<file path="config.mk">
export PLATFORM = sky130hd
export DESIGN_NAME = flag_window_tx
export DESIGN_NICKNAME = d
export VERILOG_FILES = /design/src/rtl/flag_window_tx.sv
export SDC_FILE = /design/constraint.sdc
export NUM_CORES = 1
export LEC_CHECK = 0
export ABC_AREA = 1
export ABC_CLOCK_PERIOD_IN_PS = 2500
export CORE_AREA = 2 2 53 55
export DETAILED_ROUTE_END_ITERATION = 10
export DIE_AREA = 0 0 55 57
export HOLD_SLACK_MARGIN = 0.06
export PLACE_DENSITY = 0.73
export SLEW_MARGIN = 10
export SYNTH_ARGS = -nofsm -noshare
export SYNTH_HDL_FRONTEND = slang
export SYNTH_SLANG_ARGS = --single-unit
export TNS_END_PERCENT = 30
</file>
<file path="constraint.sdc">
create_clock -name clk -period 2.5 [get_ports clk]
set_input_delay 0.5 -clock clk [delete_from_list [all_inputs] [get_ports clk]]
set_output_delay 0.5 -clock clk [all_outputs]
set_load 0.05 [all_outputs]
</file>
<file path="src/rtl/flag_window_tx.sv">
// flag_window_tx: driving end of the window/flag link. Each accepted request
// presents a registered flag, holds `window` high for the requested number of
// cycles with the flag stable, then issues a one-cycle hold (done) and a gap.
//
// Ports:
//   clk       in   clock
//   reset     in   synchronous, active-high reset
//   start     in   request strobe (accepted when ready=1 and win_len!=0)
//   flag_val  in   flag level, sampled on acceptance
//   win_len   in   window length in cycles, sampled on acceptance
//   corrupt   in   invert flag_out next cycle if that cycle is a window cycle
//   ready     out  high in IDLE
//   window    out  framing window
//   flag_out  out  flag level
//   done      out  one-cycle pulse in the hold cycle
module flag_window_tx #(
    parameter int LEN_W = 8,
    parameter int SETUP = 1,
    parameter int GAP   = 2
) (
    input  logic             clk,
    input  logic             reset,
    input  logic             start,
    input  logic             flag_val,
    input  logic [LEN_W-1:0] win_len,
    input  logic             corrupt,
    output logic             ready,
    output logic             window,
    output logic             flag_out,
    output logic             done
);

    localparam int unsigned PH_W = 4;

    typedef enum logic [2:0] {
        ST_IDLE   = 3'd0,
        ST_SETUP  = 3'd1,
        ST_WINDOW = 3'd2,
        ST_HOLD   = 3'd3,
        ST_GAP    = 3'd4
    } state_t;

    state_t           state_q,    state_d;
    logic [LEN_W-1:0] win_cnt_q,  win_cnt_d;
    logic [PH_W-1:0]  ph_cnt_q,   ph_cnt_d;
    logic             flag_lat_q, flag_lat_d;
    logic             ready_d, window_d, flag_out_d, done_d;

    // State, counters and registered outputs
    always_ff @(posedge clk) begin
        if (reset) begin
            state_q    <= ST_IDLE;
            win_cnt_q  <= '0;
            ph_cnt_q   <= '0;
            flag_lat_q <= 1'b0;
            ready      <= 1'b1;
            window     <= 1'b0;
            flag_out   <= 1'b0;
            done       <= 1'b0;
        end else begin
            state_q    <= state_d;
            win_cnt_q  <= win_cnt_d;
            ph_cnt_q   <= ph_cnt_d;
            flag_lat_q <= flag_lat_d;
            ready      <= ready_d;
            window     <= window_d;
            flag_out   <= flag_out_d;
            done       <= done_d;
        end
    end

    // Next state, counters, and next-cycle output values
    always_comb begin
        state_d    = state_q;
        win_cnt_d  = win_cnt_q;
        ph_cnt_d   = ph_cnt_q;
        flag_lat_d = flag_lat_q;

        case (state_q)
            ST_IDLE: begin
                if (start && (win_len != '0)) begin
                    flag_lat_d = flag_val;
                    // Window counter doubles as the latched length until WINDOW
                    win_cnt_d  = win_len;
                    if (SETUP == 0) begin
                        state_d = ST_WINDOW;
                    end else begin
                        state_d  = ST_SETUP;
                        ph_cnt_d = PH_W'(SETUP - 1);
                    end
                end
            end
            ST_SETUP: begin
                if (ph_cnt_q == '0) begin
                    state_d = ST_WINDOW;
                end else begin
                    ph_cnt_d = ph_cnt_q - PH_W'(1);
                end
            end
            ST_WINDOW: begin
                // Counter holds remaining cycles including the current one; stops at 0
                win_cnt_d = win_cnt_q - LEN_W'(1);
                if (win_cnt_q == LEN_W'(1)) begin
                    state_d = ST_HOLD;
                end
            end
            ST_HOLD: begin
                if (GAP == 0) begin
                    state_d = ST_IDLE;
                end else begin
                    state_d  = ST_GAP;
                    ph_cnt_d = PH_W'(GAP - 1);
                end
            end
            ST_GAP: begin
                if (ph_cnt_q == '0) begin
                    state_d = ST_IDLE;
                end else begin
                    ph_cnt_d = ph_cnt_q - PH_W'(1);
                end
            end
            default: begin
                state_d = ST_IDLE;
            end
        endcase

        ready_d    = (state_d == ST_IDLE);
        window_d   = (state_d == ST_WINDOW);
        done_d     = (state_d == ST_HOLD);
        flag_out_d = flag_out;
        case (state_d)
            ST_SETUP:  flag_out_d = flag_lat_d;
            // Corruption only touches the output register, never the latched flag
            ST_WINDOW: flag_out_d = flag_lat_d ^ corrupt;
            ST_HOLD:   flag_out_d = flag_lat_d;
            default:   flag_out_d = flag_out;
        endcase
    end

endmodule

</file>
---- After elaboration in Yosys (flattened, before gate mapping) ----
Cells that the tools add are included.
operators by class
  $add $sub $neg .......................... 2
  multiply operators ...................... 0
  divide/modulo/power cells ............... 0
  order comparisons ....................... 0
  equality and inequality tests ........... 10
  shifts and indexed selects .............. 0
  mux-type cells .......................... 13
  bitwise logic cells ..................... 1
  reduce and logical (&&, ||, !) cells .... 12
operator list
  cell                                                                count
  8-bit case mux with 2 select lines                                  1
  3-bit case mux with 5 select lines                                  1
  3-bit by 2-bit == test with 1-bit output, second input constant     4
  3-bit two-way mux                                                   4
  4-bit case mux with 3 select lines                                  1
  8-bit by 1-bit == test with 1-bit output, second input constant     1
  4-bit two-way mux                                                   2
  8-bit two-way mux                                                   1
  8-bit nonzero test                                                  1
  8-bit by 1-bit subtractor with 8-bit output, second input constant  1
  3-bit by 1-bit == test with 1-bit output, second input constant     2
  3-bit logical NOT                                                   2
  4-bit logical NOT                                                   1
  2-bit != test, second input constant                                2
  2-bit nonzero test                                                  2
  2-bit OR reduction                                                  2
  4-bit by 1-bit subtractor with 4-bit output, second input constant  1
  3-bit == test, second input constant                                1
  3-bit AND reduction                                                 1
  3-bit nonzero test                                                  1
  1-bit two-way mux                                                   2
  1-bit case mux with 2 select lines                                  1
  2-bit AND reduction                                                 1
  1-bit logical AND                                                   1
  1-bit XOR                                                           1
storage, ports and cells
  register bits after elaboration ......... 20
  latch bits .............................. 0
  RAM bits ................................ 0
  ROM bits ................................ 0
  input port bits ......................... 13
  memories kept ........................... 0

---- Depth between registers and ports, before layout ----
Gate-level depths: netlist (run 1).
  word-level depth ........................ 7
  depth in mapped cells ................... 12

---- Worst setup path after synthesis (run 1) ----
Ideal clock, no wire load.
  path type ............................... register to register
  start ................................... register ph_cnt_q[0]
  end ..................................... register flag_out
  library setup time ...................... 0.109 ns
  arrival time ............................ 1.296 ns
  required time ........................... 2.391 ns
  setup slack ............................. 1.095 ns
  cell stages (with the launch flop) ...... 12
  path buffers ............................ 0
  clock period less this slack ............ 1.405 ns
  cells stage by stage .................... dfxtp_1 > inv_1 > ha_1 > nand2_1 > nor2_2 > nor2_1 > a21oi_4 > nand3_1 > o21ai_1 > inv_1 > nand2_1 > inv_1
between the ends
  cells in the longest elaborated chain, start to end .. 6
  elaborated cells on any way between the ends .. 10
RTL lines
  element                                                                                               RTL line  source
  start: declaration                                                                                    45        logic [PH_W-1:0] ph_cnt_q, ph_cnt_d;
  start signal: assignment                                                                              63        ph_cnt_q <= ph_cnt_d;
  4-bit logical NOT (*)                                                                                 94, 116
  3-bit two-way mux (on tied branches)                                                                  116, 94
  3-bit case mux with 5 select lines (*)                                                                79        case (state_q)
  3-bit by 2-bit == test with 1-bit output or 3-bit by 1-bit == test with 1-bit output (tied branches)  131       case (state_d)
  2-bit OR reduction (no line)                                                                          --
  1-bit case mux with 2 select lines or 2-bit nonzero test (tied branches)                              --
  end signal: assignment                                                                                67        flag_out <= flag_out_d;
  end: declaration                                                                                      29        output logic flag_out,
Every way passes the cells marked *; elsewhere a longest branch is shown, timed or not.
A chain may end at the register's enable or synchronous reset.

---- Final worst setup path (run 1) ----
  start ................................... register flag_out
  end ..................................... output port flag_out
No word-level cell between the ends.

==> results.yml, run 1 <==
drt:
  drt-wirelength-per-cell_um: 11.9
  post-route-drc-count: 0
  drt_pass1_iterations: 4
  drtIter0Drc: 37
  vias: 1156
  drtAntennaViolNets: 0
  via_per_inst: 5.16
  wl_um: 2670
placement:
  gp_congestion: 0.852
  dpl.hpwl_um: 2070
  port_buffers: 16
cts:
  cts_hold_buffers: 0
  cts.clk_slew.worst_paths_ns: 0.12
  cts.path.max_buffers: 2
  tritoncts: "yes"
  cts-root-buf: "clkbuf_4"
  cts.sinks: 20
  cts_resized: 0
  clk_latency_ns: 0.30
  cts_htree_levels: 1
  cts_setup_buffers: 0
  numCtsBuffers: 3
run:
  drv_cap: 0
setup_path:
  critPathRequiredTime_ns: 2.00
  cp.arrival_ns: 1.45
  critical_path.top_delay_family: "buffers and inverters"
  start_kind: "register"
  critPathMaxStageDelay_ns: 0.80
  worstSetupPathType: "register to output port"
  crit_fanout: 2
  cp_slowest_cell: "clkdlybuf4s50_1"
  critPathBufInv: 1
  end_kind: "output port"
  path_cells: "clkdlybuf4s50_1"
sta:
  rsz0062_at_grt: "no"
  skew_ns: 0.00216
  slew_violations: 0
  fin_hold_ws_ns: 0.505
  final_hold_viol_count: 0
  fin_tns_setup_ns: 0
  clock.fmax_ghz: 0.513
  maxSlewHeadroom_pct: 66.6
  worst_slew_pin_slew_ns: 0.500
  layout_min_cycle_time_ns: 1.95
  setup_violations: 0
  finalCritPeriodShare_pct: 78.0
global_route:
  use_met2_pct: 30.4
  gr-usage-met3_pct: 2.62
  grt_pass1_wl_um: 4500
  grt_max_degree: 17
  grt.total_usage_pct: 19.4
  grt_pass1_vias: 1125
  busiest_layer: "met2"
  grt.met1_usage_pct: 25.8
  grt_overflow_total: 0
  antenna_found_initial: 0
logic_synthesis:
  synth_warnings: 0
  syn_avg_cell_area_um2: 7.01
  ys_seq_area_share_pct: 32.8
  syn-instance-count: 174
  synth_area_um2: 1220
  netlist-cell-type-count: 29
  syn_nets: 191
  ys_seq_elements: 20
power:
  leakage_nw: 0.656
  p_per_area_nw_per_um2: 974
  peakVddDrop_mv: 0.504
layout:
  multiInputGateArea_um2: 676
  drive_gt1_share_pct: 11.9
  n_fill_cell: 257
  layout.nets: 211
  area.growth.synth_to_final_pct: 18.7
  regArea_um2: 400
  antenna_cells: 0
floorplan:
  die_x_um: 55
  design.die.area_um2: 3140
  die_h_um: 57
  initial_core_util_pct: 46.7
  fp.coreArea_um2: 2620
  ios: 17
  rows: 19
worst_hold_path:
  hold_class: "register to register"
status:
  status: "finished, final reports clean"
path summary, 6_finish.rpt:
path / startpoint / end / slack, ns / depth (start not counted)
hold reg to reg: ph_cnt_q[3] / ph_cnt_q[3] / 0.51 / 2
setup / recovery: flag_out / flag_out / 0.55 / 1
setup reg to reg: ph_cnt_q[0] / flag_out / 0.90 / 11
hold / removal: ph_cnt_q[3] / ph_cnt_q[3] / 0.51 / 2
flip-flops by register name, summed over array words and instances, names as in the netlist:
register    count
done            1
flag_lat_q      1
state_q         3
ready           1
win_cnt_q       8
window          1
flag_out        1
ph_cnt_q        4
cell usage in the layout, fill, tap and decap left out:
cell type        count
a211oi_1             2
a21oi_1             11
a21oi_4              2
a31oi_1              2
buf_4                1
clkbuf_4             3
clkbuf_8             1
clkdlybuf4s50_1     16
dfxtp_1             20
ha_1                 4
inv_1               28
inv_2                4
inv_6                1
nand2_1             34
nand2_2              3
nand3_1              9
nand3_2              1
nand3_4              2
nand4_1              4
nor2_1              21
nor2_2               1
nor2_4               2
nor3_1               4
nor3_4               1
o21a_1               2
o21ai_0              2
o21ai_1              6
o21ai_2              1
o221ai_1             1
o22ai_1              1
xor2_1               3
layout make-up:
cell class,count,area share (%)
Multi-Input combinational cell,119,46.7
Inverter,33,8.90
Timing Repair Buffer,17,11.6
Clock buffer,4,2.51
Tap cell,31,2.68
Sequential cell,20,27.7
worst min-delay path, cell delays in order (launching register included):
cell	delay (ns)
dfxtp_1	0.34
nand2_1	0.07
a21oi_1	0.06
cells in the mapped netlist, drive strengths merged:
cell	number	area share (%)
a211oi	2	1.2
dfxtp	20	33
o22ai	1	0.51
ha	4	4.1
nand3	12	7.4
inv	33	11
o21a	2	1.2
a31oi	2	1.0
o221ai	1	0.72
o21ai	9	4.0
xor2	3	2.2
a21oi	13	7.2
nor2	24	8.8
nand4	4	2.1
clkbuf	1	0.31
nor3	5	3.0
buf	1	0.92
nand2	37	12
report_power, final:
group	internal, W	switching [W]
Combinational	0.000268	0.000489
Clock	0.0000888	0.000104
Sequential	0.000400	0.0000599
per-layer routing:
layer	part of all wire, %	wire [um]	up-vias
met3	5.4	143	2
met5	0	0	-
met2	47	1260	40
li1	-	-	596
met4	0.45	12	0
met1	47	1250	518
through the flow:
stage / cell area (um^2) / utilization [%] / instances / setup WS, ns / power (W)
after floorplan: 1220 / - / 174 / 1.09 / 0.00105
after global placement: 1410 / 54.0 / 220 / 0.481 / 0.00119
after detailed placement: 1410 / 54.0 / 220 / 0.437 / 0.00122
after CTS: 1450 / 55.4 / 224 / 0.533 / 0.00141
after global routing: 1450 / 55.4 / 224 / 0.500 / 0.00153
final: 1450 / 55.4 / 224 / 0.549 / 0.00141
cells by family after synthesis:
kind of cell	share of synthesized area (%)
xor gates and xnor gates	2.15
AOI/OAI and AO/OA	15.9
buffers and inverters	11.8
and+or+nand+nor	33.2
DFF	32.8
adders and majority gates	4.10
Power figures use the tool's default switching activity.
==> run 2, diff against run 1 <==
--- a/config.mk
+++ b/config.mk
@@ -6,12 +6,12 @@
 export NUM_CORES = 1
 export LEC_CHECK = 0
 export ABC_AREA = 1
-export ABC_CLOCK_PERIOD_IN_PS = 2500
-export CORE_AREA = 2 2 53 55
+export ABC_CLOCK_PERIOD_IN_PS = 1600
+export CORE_AREA = 2 2 54 56
 export DETAILED_ROUTE_END_ITERATION = 10
-export DIE_AREA = 0 0 55 57
+export DIE_AREA = 0 0 56 58
 export HOLD_SLACK_MARGIN = 0.06
-export PLACE_DENSITY = 0.73
+export PLACE_DENSITY = 0.74
 export SLEW_MARGIN = 10
 export SYNTH_ARGS = -nofsm -noshare
 export SYNTH_HDL_FRONTEND = slang
==> constraint.sdc (replaced) <==
create_clock -name clk -period 1.6 [get_ports clk]
set_input_delay 0.32 -clock clk [delete_from_list [all_inputs] [get_ports clk]]
set_output_delay 0.32 -clock clk [all_outputs]
set_load 0.05 [all_outputs]
==> results.yml, run 2 (synthesized netlist as in run 1, its figures left out) <==
setup_path:
  rr_endpoint: "ph_cnt_q[0]"
  r2r_setup_slack_ns: 0.09
  r2r_cells: 7
  critical_path.startpoint: "win_len[3]"
  critPathRequiredTime_ns: 1.82
  end_kind: "register"
  worstSetupPathType: "input pin to register"
  start_kind: "input pin"
  regToRegStartpoint: "state_q[1]"
  cp.arrival_ns: 1.74
  critPathCapture: "win_cnt_q[5]"
  crit_fanout: 14
worst_hold_path:
  hold_class: "register to register"
  min_from: "win_cnt_q[6]"
global_route:
  grt_overflow_total: 0
  busiest_layer: "met2"
  grt.met1_usage_pct: 21.8
  antenna_found_initial: 0
  grt_max_degree: 15
  grt_pass1_vias: 1285
  use_met2_pct: 35.5
  gr-usage-met3_pct: 3.57
  grt.total_usage_pct: 19.0
  grt_pass1_wl_um: 4980
power:
  peakVddDrop_mv: 1.18
  p_per_area_nw_per_um2: 1580
  leakage_nw: 0.755
  power_switching_w: 0.00113
  p_int_w: 0.00144
  netSwitchingFraction_pct: 43.9
  seqPwrFrac_pct: 28.5
  clock_power_share_pct: 15.9
  pwr-share-comb_pct: 55.6
floorplan:
  fp.coreArea_um2: 2660
  rows: 19
  die_h_um: 58
  ios: 17
  die_x_um: 56
  design.die.area_um2: 3250
  initial_core_util_pct: 45.8
placement:
  dp_cells: 234
  gp_congestion: 0.946
  port_buffers: 16
  dpl.hpwl_um: 2230
cts:
  clk_latency_ns: 0.31
  tritoncts: "yes"
  cts-root-buf: "clkbuf_4"
  cts.sinks: 20
  cts_hold_buffers: 0
  cts.path.max_buffers: 2
  cts_htree_levels: 1
  numCtsBuffers: 3
  cts.clk_slew.worst_paths_ns: 0.12
sta:
  rsz0062_at_grt: "yes"
  skew_ns: 0.0141
  finalCritPeriodShare_pct: 95.2
  layout_min_cycle_time_ns: 1.52
  maxSlewHeadroom_pct: 76.1
  setup_violations: 0
  clock.fmax_ghz: 0.657
  fin_hold_ws_ns: 0.492
  slew_violations: 0
  worst_slew_pin_slew_ns: 0.356
  final_hold_viol_count: 0
drt:
  wl_um: 3020
  via_per_inst: 5.22
  drt_pass1_iterations: 4
  vias: 1258
  drtAntennaViolNets: 0
  post-route-drc-count: 0
  drt-wirelength-per-cell_um: 12.5
  drtIter0Drc: 34
layout:
  area.growth.synth_to_final_pct: 33.5
  layout.nets: 228
  n_fill_cell: 241
  antenna_cells: 0
  largest_reg_flops: 8
  layout_commonest_cell: "nand2_1"
  top_register: "win_cnt_q"
  top_regs: "win_cnt_q x8, ph_cnt_q x4, state_q x3"
  layout.cells.non_filler: 241
  layout_common_cells: "33 x nand2_1, 25 x inv_1, 22 x buf_4, 18 x nor2_1, 17 x dfxtp_1"
  drive_gt1_share_pct: 27.1
status:
  status: "finished, final reports clean"
run:
  drv_cap: 0
run 2: layout make-up:
| type | count | area, um^2 | share of cell area (%) |
|---|---|---|---|
| clock buffer | 3 | 22.5 | 1.38 |
| inverter | 33 | 131 | 8.06 |
| clock inverter | 1 | 30.0 | 1.84 |
| sequential | 20 | 404 | 24.8 |
| multi-input combinational | 119 | 717 | 44.0 |
| tap | 31 | 38.8 | 2.38 |
| timing repair buffer | 34 | 285 | 17.5 |
run 2: worst min path at each step:
stage	end	slack (ns)	depth (start not counted)
after global routing	win_cnt_q[6]	0.52	2
after detailed placement	win_cnt_q[6]	0.48	2
after CTS	win_cnt_q[6]	0.49	2
after floorplan	ph_cnt_q[3]	0.46	2
final	win_cnt_q[6]	0.49	2
after global placement	ph_cnt_q[3]	0.47	2
run 2: timing repair:
action | in CTS | in global routing
setup buffers | 0 | 3
endpoints found under the setup margin | 0 | 4
gates resized for setup | 0 | 17
run 2: per-layer routing:
layer | part of all wire, % | wire length, um | vias up
met2 | 50 | 1490 | 42
met4 | 1.2 | 37 | 0
met5 | 0 | 0 | -
li1 | - | - | 633
met1 | 44 | 1320 | 577
met3 | 5.6 | 169 | 6
run 2: critical path, stage by stage:
cell	delay, ns
clkdlybuf4s50_1	0.48
inv_1	0.04
nand2_1	0.06
nor2_1	0.04
nand2_1	0.14
nand3_4	0.19
nand2_1	0.20
a21oi_1	0.10
o21a_1	0.17
run 2: stage by stage:
| step | worst slack, ns | TNS, ns | cell area [um^2] | util (%) | total power [W] |
|---|---|---|---|---|---|
| after floorplan | 0.195 | 0 | 1220 | - | 0.00164 |
| after global placement | -0.157 | -1.21 | 1510 | 56.6 | 0.00192 |
| after detailed placement | -0.214 | -1.86 | 1510 | 56.6 | 0.00197 |
| after CTS | 0.0194 | 0 | 1560 | 58.6 | 0.00238 |
| after global routing | -0.0710 | -0.104 | 1630 | 61.2 | 0.00275 |
| final | 0.0776 | 0 | 1630 | 61.2 | 0.00257 |
run 2: power groups by stage:
stage	clock, W	sequential [W]	combinational (W)
after detailed placement	0	0.000726	0.00124
after global placement	0	0.000721	0.00120
after global routing	0.000435	0.000746	0.00157
after CTS	0.000411	0.000716	0.00125
after floorplan	0	0.000816	0.000825
final	0.000409	0.000734	0.00143
==> run 3, diff against run 2 <==
--- a/config.mk
+++ b/config.mk
@@ -12,6 +12,7 @@
 export DIE_AREA = 0 0 56 58
 export HOLD_SLACK_MARGIN = 0.06
 export PLACE_DENSITY = 0.74
+export REMOVE_ABC_BUFFERS = 1
 export SLEW_MARGIN = 10
 export SYNTH_ARGS = -nofsm -noshare
 export SYNTH_HDL_FRONTEND = slang
==> results.yml, run 3 (synthesized netlist as in run 1, its figures left out) <==
setup_path:
  end_kind: "register"
  start_kind: "register"
  worstSetupPathType: "register to register"
  crit_fanout: 5
  cp.arrival_ns: 1.79
  critPathRequiredTime_ns: 1.82
placement:
  dpl.hpwl_um: 2180
  dp_cells: 233
  port_buffers: 16
  gp_congestion: 0.897
  dp_slack_ns: -0.198
layout:
  area.growth.synth_to_final_pct: 26.9
  layout.cells.non_filler: 237
  layout.nets: 224
  n_fill_cell: 242
  layout_commonest_cell: "nand2_1"
  top_regs: "win_cnt_q x8, ph_cnt_q x4, state_q x3"
  largest_reg_flops: 8
  final_util_pct: 58.1
  antenna_cells: 0
  drive_gt1_share_pct: 20.4
  layout_common_cells: "33 x nand2_1, 28 x inv_1, 21 x nor2_1, 20 x dfxtp_1, 18 x buf_4"
  top_register: "win_cnt_q"
cts:
  cts_htree_levels: 1
  tritoncts: "yes"
  cts_setup_buffers: 0
  cts.path.max_buffers: 2
  cts.clk_slew.worst_paths_ns: 0.12
  cts-root-buf: "clkbuf_4"
  cts.sinks: 20
  cts_hold_buffers: 0
  clk_latency_ns: 0.31
  numCtsBuffers: 3
sta:
  clock.fmax_ghz: 0.640
  setup_slack_ns: 0.0380
  skew_ns: 0.00487
  rsz0062_at_grt: "yes"
  final_hold_viol_count: 0
  slew_violations: 0
  maxSlewHeadroom_pct: 81.7
  finalCritPeriodShare_pct: 97.6
  setup_violations: 0
  worst_slew_pin_slew_ns: 0.273
  layout_min_cycle_time_ns: 1.56
floorplan:
  die_x_um: 56
  initial_core_util_pct: 45.8
  rows: 19
  fp.coreArea_um2: 2660
  ios: 17
  design.die.area_um2: 3250
  die_h_um: 58
power:
  p_total_w: 0.00230
  p_per_area_nw_per_um2: 1490
  pwr-share-comb_pct: 55.3
  leakage_nw: 0.726
  seqPwrFrac_pct: 31.4
  peakVddDrop_mv: 1.01
  clock_power_share_pct: 13.3
  p_int_w: 0.00125
  power_switching_w: 0.00105
  netSwitchingFraction_pct: 45.6
global_route:
  grt_overflow_total: 0
  grt_max_degree: 12
  grt.total_usage_pct: 17.6
  antenna_found_initial: 0
  grt_pass1_vias: 1101
  grt_pass1_wl_um: 4590
drt:
  drt-wirelength-per-cell_um: 11.8
  drtAntennaViolNets: 0
  wl_um: 2790
  drtIter0Drc: 40
  via_per_inst: 5.14
  drt_pass1_iterations: 4
  post-route-drc-count: 0
  vias: 1218
worst_hold_path:
  hold_class: "register to register"
status:
  status: "finished, final reports clean"
run:
  drv_cap: 0
[run 3: changes by cell type in the layout (fill, tap and decap cells not counted), moves of 2 or more]
cell     change
nor2_2       -2
dfxtp_1      +3
buf_4        -4
nor2_1       +3
inv_1        +3
inv_2        -2
dfxtp_2      -3
[run 3: final timing paths]
path                from  cells past startpoint           to  slack (ns)
max reg2reg  ph_cnt_q[0]                     12     flag_out        0.04
max          ph_cnt_q[0]                     12     flag_out        0.04
min reg2reg  ph_cnt_q[3]                      2  ph_cnt_q[3]        0.50
min          ph_cnt_q[3]                      2  ph_cnt_q[3]        0.50
[run 3: final cells by class]
type / count / area (um^2) / area share [%]
inverter: 33 / 129 / 8.33
tap: 31 / 38.8 / 2.51
sequential: 20 / 400 / 25.9
multi-input combinational: 119 / 688 / 44.5
timing repair buffer: 30 / 255 / 16.5
clock buffer: 4 / 36.3 / 2.34
[run 3: power groups by stage]
stage | logic [W] | clock network [W] | registers, W
after floorplan | 0.000807 | 0 | 0.000816
after global placement | 0.00120 | 0 | 0.000722
after detailed placement | 0.00124 | 0 | 0.000729
after CTS | 0.00127 | 0.000310 | 0.000719
after global routing | 0.00140 | 0.000331 | 0.000738
final | 0.00127 | 0.000307 | 0.000722
[run 3: worst max-delay path, stage by stage, from the launching register on]
cell	delay, ns
dfxtp_1	0.35
inv_1	0.09
ha_1	0.20
nand2_1	0.11
nor2_4	0.06
inv_1	0.08
nor2_1	0.06
nor2_4	0.13
nand3_1	0.12
o21ai_1	0.13
inv_1	0.05
nand2_1	0.06
inv_1	0.04
[run 3: stage by stage]
stage          setup TNS [ns]  area (um^2)  hold WS [ns]
2_1_floorplan               0         1200         0.389
3_3_place_gp            -1.34         1500         0.470
3_5_place_dp            -1.97         1500         0.483
4_1_cts                     0         1540         0.500
5_1_grt               -0.0637         1550         0.510
6_report                    0         1550         0.499
[run 3: what timing repair did]
action                                  4_1_cts  5_1_grt
resized for setup                             1        2
gates cloned                                  0        0
endpoints found under the setup margin        1        6
[run 3: routing by layer]
layer / vias up / global-route usage [%] / share of wire (%)
met3: 7 / 2.23 / 4.4
met4: 0 / 8.50 / 1.8
met1: 558 / 22.5 / 44
met2: 33 / 29.6 / 50
li1: 620 / - / -
met5: - / 0 / 0
